`config.mk`:
```
export PLATFORM = sky130hd
export DESIGN_NAME = countdown_sequencer
export DESIGN_NICKNAME = d
export VERILOG_FILES = /design/src/rtl/countdown_sequencer.sv
export SDC_FILE = /design/constraint.sdc
export NUM_CORES = 1
export LEC_CHECK = 0
export ABC_AREA = 0
export CORE_MARGIN = 2
export CORE_UTILIZATION = 35
export DETAILED_ROUTE_END_ITERATION = 10
export DONT_BUFFER_PORTS = 1
export GPL_ROUTABILITY_DRIVEN = 0
export HOLD_SLACK_MARGIN = 0.02
export PLACE_DENSITY = 0.57
export SLEW_MARGIN = 25
export SYNTH_ARGS = -nofsm -noshare
export SYNTH_HDL_FRONTEND = slang
export SYNTH_SLANG_ARGS = --single-unit
```
`constraint.sdc`:
```
create_clock -name clk -period 3.4 [get_ports clk]
set_clock_uncertainty 0.1 [all_clocks]
set_input_delay 0.85 -clock clk [delete_from_list [all_inputs] [get_ports clk]]
set_output_delay 0.85 -clock clk [all_outputs]
set_load 0.02 [all_outputs]
```
`src/rtl/countdown_sequencer.sv`:
```
// Control FSM for a minute/second countdown timer: sequences run/pause/set,
// strobes the down-counter chain and drives a blinking alarm indicator.
module countdown_sequencer #(
  // Number of tick pulses the alarm lasts before returning to READY (1..255).
  parameter int unsigned ALARM_TICKS = 10
) (
  input  logic        clk,
  input  logic        rst,
  input  logic        tick,
  input  logic        setting,
  input  logic        pb_start,
  input  logic        pb_stop,
  input  logic        zero_min,
  input  logic        zero_sec,
  output logic        cnt_dec,
  output logic        cnt_load,
  output logic        alarm,
  output logic [15:0] led,
  output logic [2:0]  state
);

  typedef enum logic [2:0] {
    StReady = 3'd0,
    StRun   = 3'd1,
    StPause = 3'd2,
    StSet   = 3'd3,
    StAlarm = 3'd4
  } state_e;

  localparam logic [7:0]  AlarmLimit = 8'(ALARM_TICKS);
  localparam logic [15:0] LedOn      = 16'hFFFF;
  localparam logic [15:0] LedOff     = 16'h0000;

  state_e     state_q;
  logic [7:0] alarm_cnt_q;
  logic       phase_q;
  logic       zero_both;

  assign zero_both = zero_min & zero_sec;
  assign state     = state_q;

  // All outputs are registered alongside the state; every branch assigns the
  // values that belong to the state being entered.
  always_ff @(posedge clk or posedge rst) begin
    if (rst) begin
      state_q     <= StReady;
      cnt_dec     <= 1'b0;
      cnt_load    <= 1'b0;
      alarm       <= 1'b0;
      led         <= LedOff;
      alarm_cnt_q <= 8'd0;
      phase_q     <= 1'b0;
    end else begin
      cnt_dec     <= 1'b0;
      cnt_load    <= 1'b0;
      alarm       <= 1'b0;
      led         <= LedOff;
      alarm_cnt_q <= 8'd0;
      phase_q     <= 1'b0;

      if (setting) begin
        state_q <= StSet;
      end else begin
        case (state_q)
          StReady: begin
            if (pb_stop) begin
              state_q  <= StReady;
              cnt_load <= 1'b1;
            end else if (pb_start) begin
              if (zero_both) begin
                state_q <= StAlarm;
                alarm   <= 1'b1;
                led     <= LedOn;
                phase_q <= 1'b1;
              end else begin
                state_q <= StRun;
              end
            end
          end

          StRun: begin
            if (pb_stop) begin
              state_q  <= StReady;
              cnt_load <= 1'b1;
            end else if (zero_both) begin
              // Counter already at 00:00, so no decrement on the way out.
              state_q <= StAlarm;
              alarm   <= 1'b1;
              led     <= LedOn;
              phase_q <= 1'b1;
            end else begin
              cnt_dec <= tick;
              if (pb_start) begin
                state_q <= StPause;
              end
            end
          end

          StPause: begin
            if (pb_stop) begin
              state_q  <= StReady;
              cnt_load <= 1'b1;
            end else if (pb_start) begin
              state_q <= StRun;
            end
          end

          StSet: begin
            state_q  <= StReady;
            cnt_load <= 1'b1;
          end

          StAlarm: begin
            if (pb_stop || pb_start) begin
              state_q  <= StReady;
              cnt_load <= 1'b1;
            end else if (tick && (alarm_cnt_q + 8'd1 == AlarmLimit)) begin
              state_q  <= StReady;
              cnt_load <= 1'b1;
            end else if (tick) begin
              alarm_cnt_q <= alarm_cnt_q + 8'd1;
              phase_q     <= ~phase_q;
              alarm       <= 1'b1;
              led         <= phase_q ? LedOff : LedOn;
            end else begin
              alarm_cnt_q <= alarm_cnt_q;
              phase_q     <= phase_q;
              alarm       <= 1'b1;
              led         <= phase_q ? LedOn : LedOff;
            end
          end

          // Unused encodings recover to READY with a reload.
          default: begin
            state_q  <= StReady;
            cnt_load <= 1'b1;
          end
        endcase
      end
    end
  end

  a_dec_load_excl : assert property (@(posedge clk) disable iff (rst) !(cnt_dec && cnt_load));
  a_alarm_state : assert property (@(posedge clk) disable iff (rst) alarm == (state_q == StAlarm));
  a_led_idle : assert property (@(posedge clk) disable iff (rst) alarm || (led == LedOff));

endmodule

```
# Word level (Yosys, flattened, before mapping)

Index checks and enable logic that the tools add are counted.
Widths: inputs -> output; s select.

Magnitude comparators: 0
Multiplexer cells: 50
Multipliers: 0
Shift operators: 0
Reductions and logical operators: 5
Add/subtract/negate cells: 1
Bitwise gates (word level): 2
Divide/modulo/power cells: 0
Equal/unequal tests: 9

Operator list:

| kind                | number |
|---|---|
| $mux 16             | 10 |
| $pmux 16 s3         | 1 |
| $mux 8              | 5 |
| $mux 3              | 11 |
| $mux 1              | 19 |
| $ne 4x4->1 const B  | 3 |
| $pmux 3 s4          | 1 |
| $ne 5x5->1 const B  | 2 |
| $add 8x1->8 const B | 1 |
| $eq 8x4->1 const B  | 1 |
| $pmux 1 s3          | 2 |
| $reduce_and 4->1    | 1 |
| $eq 3x1->1 const B  | 1 |
| $eq 3x2->1 const B  | 1 |
| $eq 3x3->1 const B  | 1 |
| $logic_not 3->1     | 1 |
| $reduce_or 3->1     | 1 |
| $pmux 1 s2          | 1 |
| $and 1x1->1         | 1 |
| $logic_and 1x1->1   | 1 |
| $logic_or 1x1->1    | 1 |
| $not 1->1           | 1 |

Bits of input ports: 8
Memory bits (writable): 0
Latch bits: 0
Register bits: 31
Output and inout bits: 22
Memories: 0
Memory bits (read-only): 0

# Logic depth before layout (Yosys ltp)

Depth in word-level cells: 7
Mapped depth: 6

# Worst setup path before layout

Ideal clock, no wire load.

Path kind: input port to flip-flop
Start point: input port setting
End point: register alarm_cnt_q[1]
Stages: 4
Setup slack: 1.564 ns
Data required time: 3.213 ns
Arrival time: 1.649 ns
Path buffers: 0
Cell sequence: nor3_1 -> nand3_2 -> nand2b_2 -> a211oi_2

Longest elaborated chain between the ends: 1

Ends and longest elaborated chain:

| element                                               | RTL line | source |
|---|---|---|
| start, declared                                       | 10       | `input logic setting,` |
| $ne 5x5->1 (no source line) or $mux 8 (tied branches) | -        |  |
| end signal, assigned                                  | 121      | `alarm_cnt_q <= alarm_cnt_q + 8'd1;` |
| end signal, assigned                                  | 126      | `alarm_cnt_q <= alarm_cnt_q;` |
| end, declared                                         | 35       | `logic [7:0] alarm_cnt_q;` |

Parallel ways exist; a longest one is shown, timed or not.
A chain may end at the register's enable or synchronous reset.

==> impl_metrics.json <==
{
  "synth_top_family_by_area": "simple AND/OR/NAND/NOR gates",
  "p_leak_uw": 0.000401,
  "stdcell_count": 119,
  "max-slew-margin-rel": 0.414,
  "dieArea_um2": 3220,
  "cts_made_buffers": 3,
  "synth_nets": 111,
  "io_buffers": 0,
  "cts.clk_slew.worst_paths_ns": 0.09,
  "worst-r2r-cell-count": 6,
  "synth_top_area_cell": "dfrtp_1",
  "area_delta_synth_final_pct": -5.14,
  "yosys_most_used_dff": "dfrtp_1",
  "maxSlewViolCount": 0,
  "maxCapViolCount": 0,
  "net-switching-power_uw": 78.1,
  "dp_cells": 115,
  "clock.fmax_mhz": 441,
  "start_kind": "register",
  "post_cts_resized": 0,
  "timing.rr.start": "alarm_cnt_q[0]",
  "criticalPathCategory": "reg -> out",
  "crit_required_ns": 2.45,
  "syn_area_um2": 973,
  "finalSetupViolCount": 0,
  "vdd_ir_drop_max_mv": 0.248,
  "arrival_ns": 1.32,
  "drt_first_pass_iters": 3,
  "combPwrFrac": 0.049,
  "synth_edf_count": 0,
  "hp-class": "in -> async",
  "worst_pin_slew_ns": 0.883,
  "synth_top_area_frac": 0.411,
  "place_area_um2": 887,
  "cts_setup_buffers": 0,
  "fin_crit_sh": 0.667,
  "worstReg2RegEnd": "phase_q",
  "setup-tns-final_ns": 0,
  "synth_compound_area_frac": 0.0848,
  "clock_sinks": 16,
  "hold_buffers": 0,
  "yosysUniqueCellTypes": 33,
  "switching_share": 0.227,
  "synthXorXnorAreaFrac": 0.0630,
  "power.total_uw": 344,
  "yosys-top-cells-area": "dfrtp_1, buf_4, nand2_1",
  "status": "finished clean",
  "rows": 19,
  "ys_ff_latch": 16,
  "drt-total-wl_um": 1430,
  "clockRootBuffer": "clkbuf_4",
  "grt_max_degree": 17,
  "p_int_uw": 266,
  "layout-drive-gt1-share": 0.170,
  "rsz0062_at_grt": "false",
  "cts_tree": "built",
  "synthCells": 101,
  "ys_warn_count": 0,
  "fin_nets": 99,
  "grt-ovfl-total": 0,
  "drc": 0,
  "yosysMostFrequentCell": "dfrtp_1",
  "grt_pass1_vias": 619,
  "clk_latency_ns": 0.28,
  "hold_violations": 0,
  "p_per_area_nw_per_um2": 373,
  "clkPwrFrac": 0.348,
  "gr-usage-all-layers": 0.0982,
  "grt_antenna_before_repair": 0,
  "cts_max_path_buffers": 2,
  "cts_max_level": 1,
  "syn_avg_cell_area_um2": 9.64,
  "critPathCaptureType": "primary output",
  "vias_per_cell": 4.98,
  "antenna_left": 0,
  "die_x_um": 56.7,
  "r2r_slack_ns": 1.51,
  "io_pins": 30,
  "start_util": 0.362,
  "final.min_clock_period_ns": 2.27,
  "dp_hpwl_um": 1140,
  "hold_ws_ns": 0.403,
  "yosys.area_share.simple": 0.263,
  "diodes": 0,
  "ys_seq_area_frac": 0.411,
  "grt_pass1_wl_um": 2500,
  "seqPwrFrac": 0.603,
  "synth_adder_area_share": 0.0257,
  "wl_per_cell_um": 12.0,
  "core-area_um2": 2690,
  "synthArstFlopShare": 1.00,
  "ys_top_cells_by_count": "dfrtp_1, buf_4, nand2_1, nor2_1, xor2_1",
  "synth_mux_area_frac": 0.0116,
  "worstPathMaxFanout": 16,
  "first_iter_violations": 6,
  "die_h_um": 56.7,
  "fin_area_um2": 923,
  "via_count": 593
}
## sequential cells by signal, indices dropped and copies added, names as in the netlist
signal	cells
alarm_cnt_q	8
cnt_dec	1
phase_q	1
cnt_load	1
state	3
led	1
alarm	1
## cells by family after synthesis
kind of cell             Yosys count
flip-flops                        16
XOR/XNOR                           7
AND/OR/NAND/NOR                   46
buffers and inverters             19
adder cells (fa/ha/maj)            2
AO/OA/AOI/OAI                     10
multiplexers                       1
## per-stage QoR
step           setup slack, ns  utilization
2_1_floorplan             1.56            -
3_3_place_gp              1.44        0.330
3_5_place_dp              1.41        0.330
4_1_cts                   1.12        0.344
6_report                  1.13        0.344
5_1_grt                   1.08        0.344
## cells in the final DEF (no fill, tap or decap), drive strengths merged
cell type	n
nor3	1
o31ai	1
clkbuf	4
nand3	2
mux2	1
dfrtp	16
a21o	2
nand2	16
and4	1
nand2b	2
a22oi	2
nor2	13
ha	2
nand4	3
inv	2
and4b	1
xnor2	1
nor3b	1
and3	2
o21ai	3
a211oi	2
nor4	2
xor2	6
nor4b	2
## routing by layer
metal  vias to the layer above  part of all wire  track usage
met2                        11              0.51        0.164
met3                         0             0.057       0.0276
met5                         -                 0            0
li1                        300                 -            -
met4                         0                 0       0.0399
met1                       282              0.43        0.118
## area by class of cell
| cell class | instances | area [um^2] |
|---|---|---|
| inverter | 2 | 7.51 |
| multi-input combinational | 66 | 437 |
| fill | 284 | 1760 |
| tap | 31 | 38.8 |
| clock buffer | 4 | 36.3 |
| sequential | 16 | 404 |
## how the worst max path moves through the flow
stage / to / from / cells past startpoint / slack [ns]
4_1_cts: led[10] / led[14] / 0 / 1.12
6_report: led[10] / led[14] / 0 / 1.13
2_1_floorplan: alarm_cnt_q[1] / setting / 4 / 1.56
3_3_place_gp: led[10] / led[14] / 0 / 1.44
5_1_grt: led[2] / led[14] / 0 / 1.08
3_5_place_dp: alarm_cnt_q[1] / pb_start / 4 / 1.41
## power by group through the flow
stage               clock network, uW  registers (uW)  logic (uW)
floorplan                           0             205        27.3
global placement                    0             211        17.2
detailed placement                  0             211        17.6
CTS                               124             207        17.6
global route                      135             208        20.0
finish                            120             207        16.9
(Power assumes the default switching activity.)
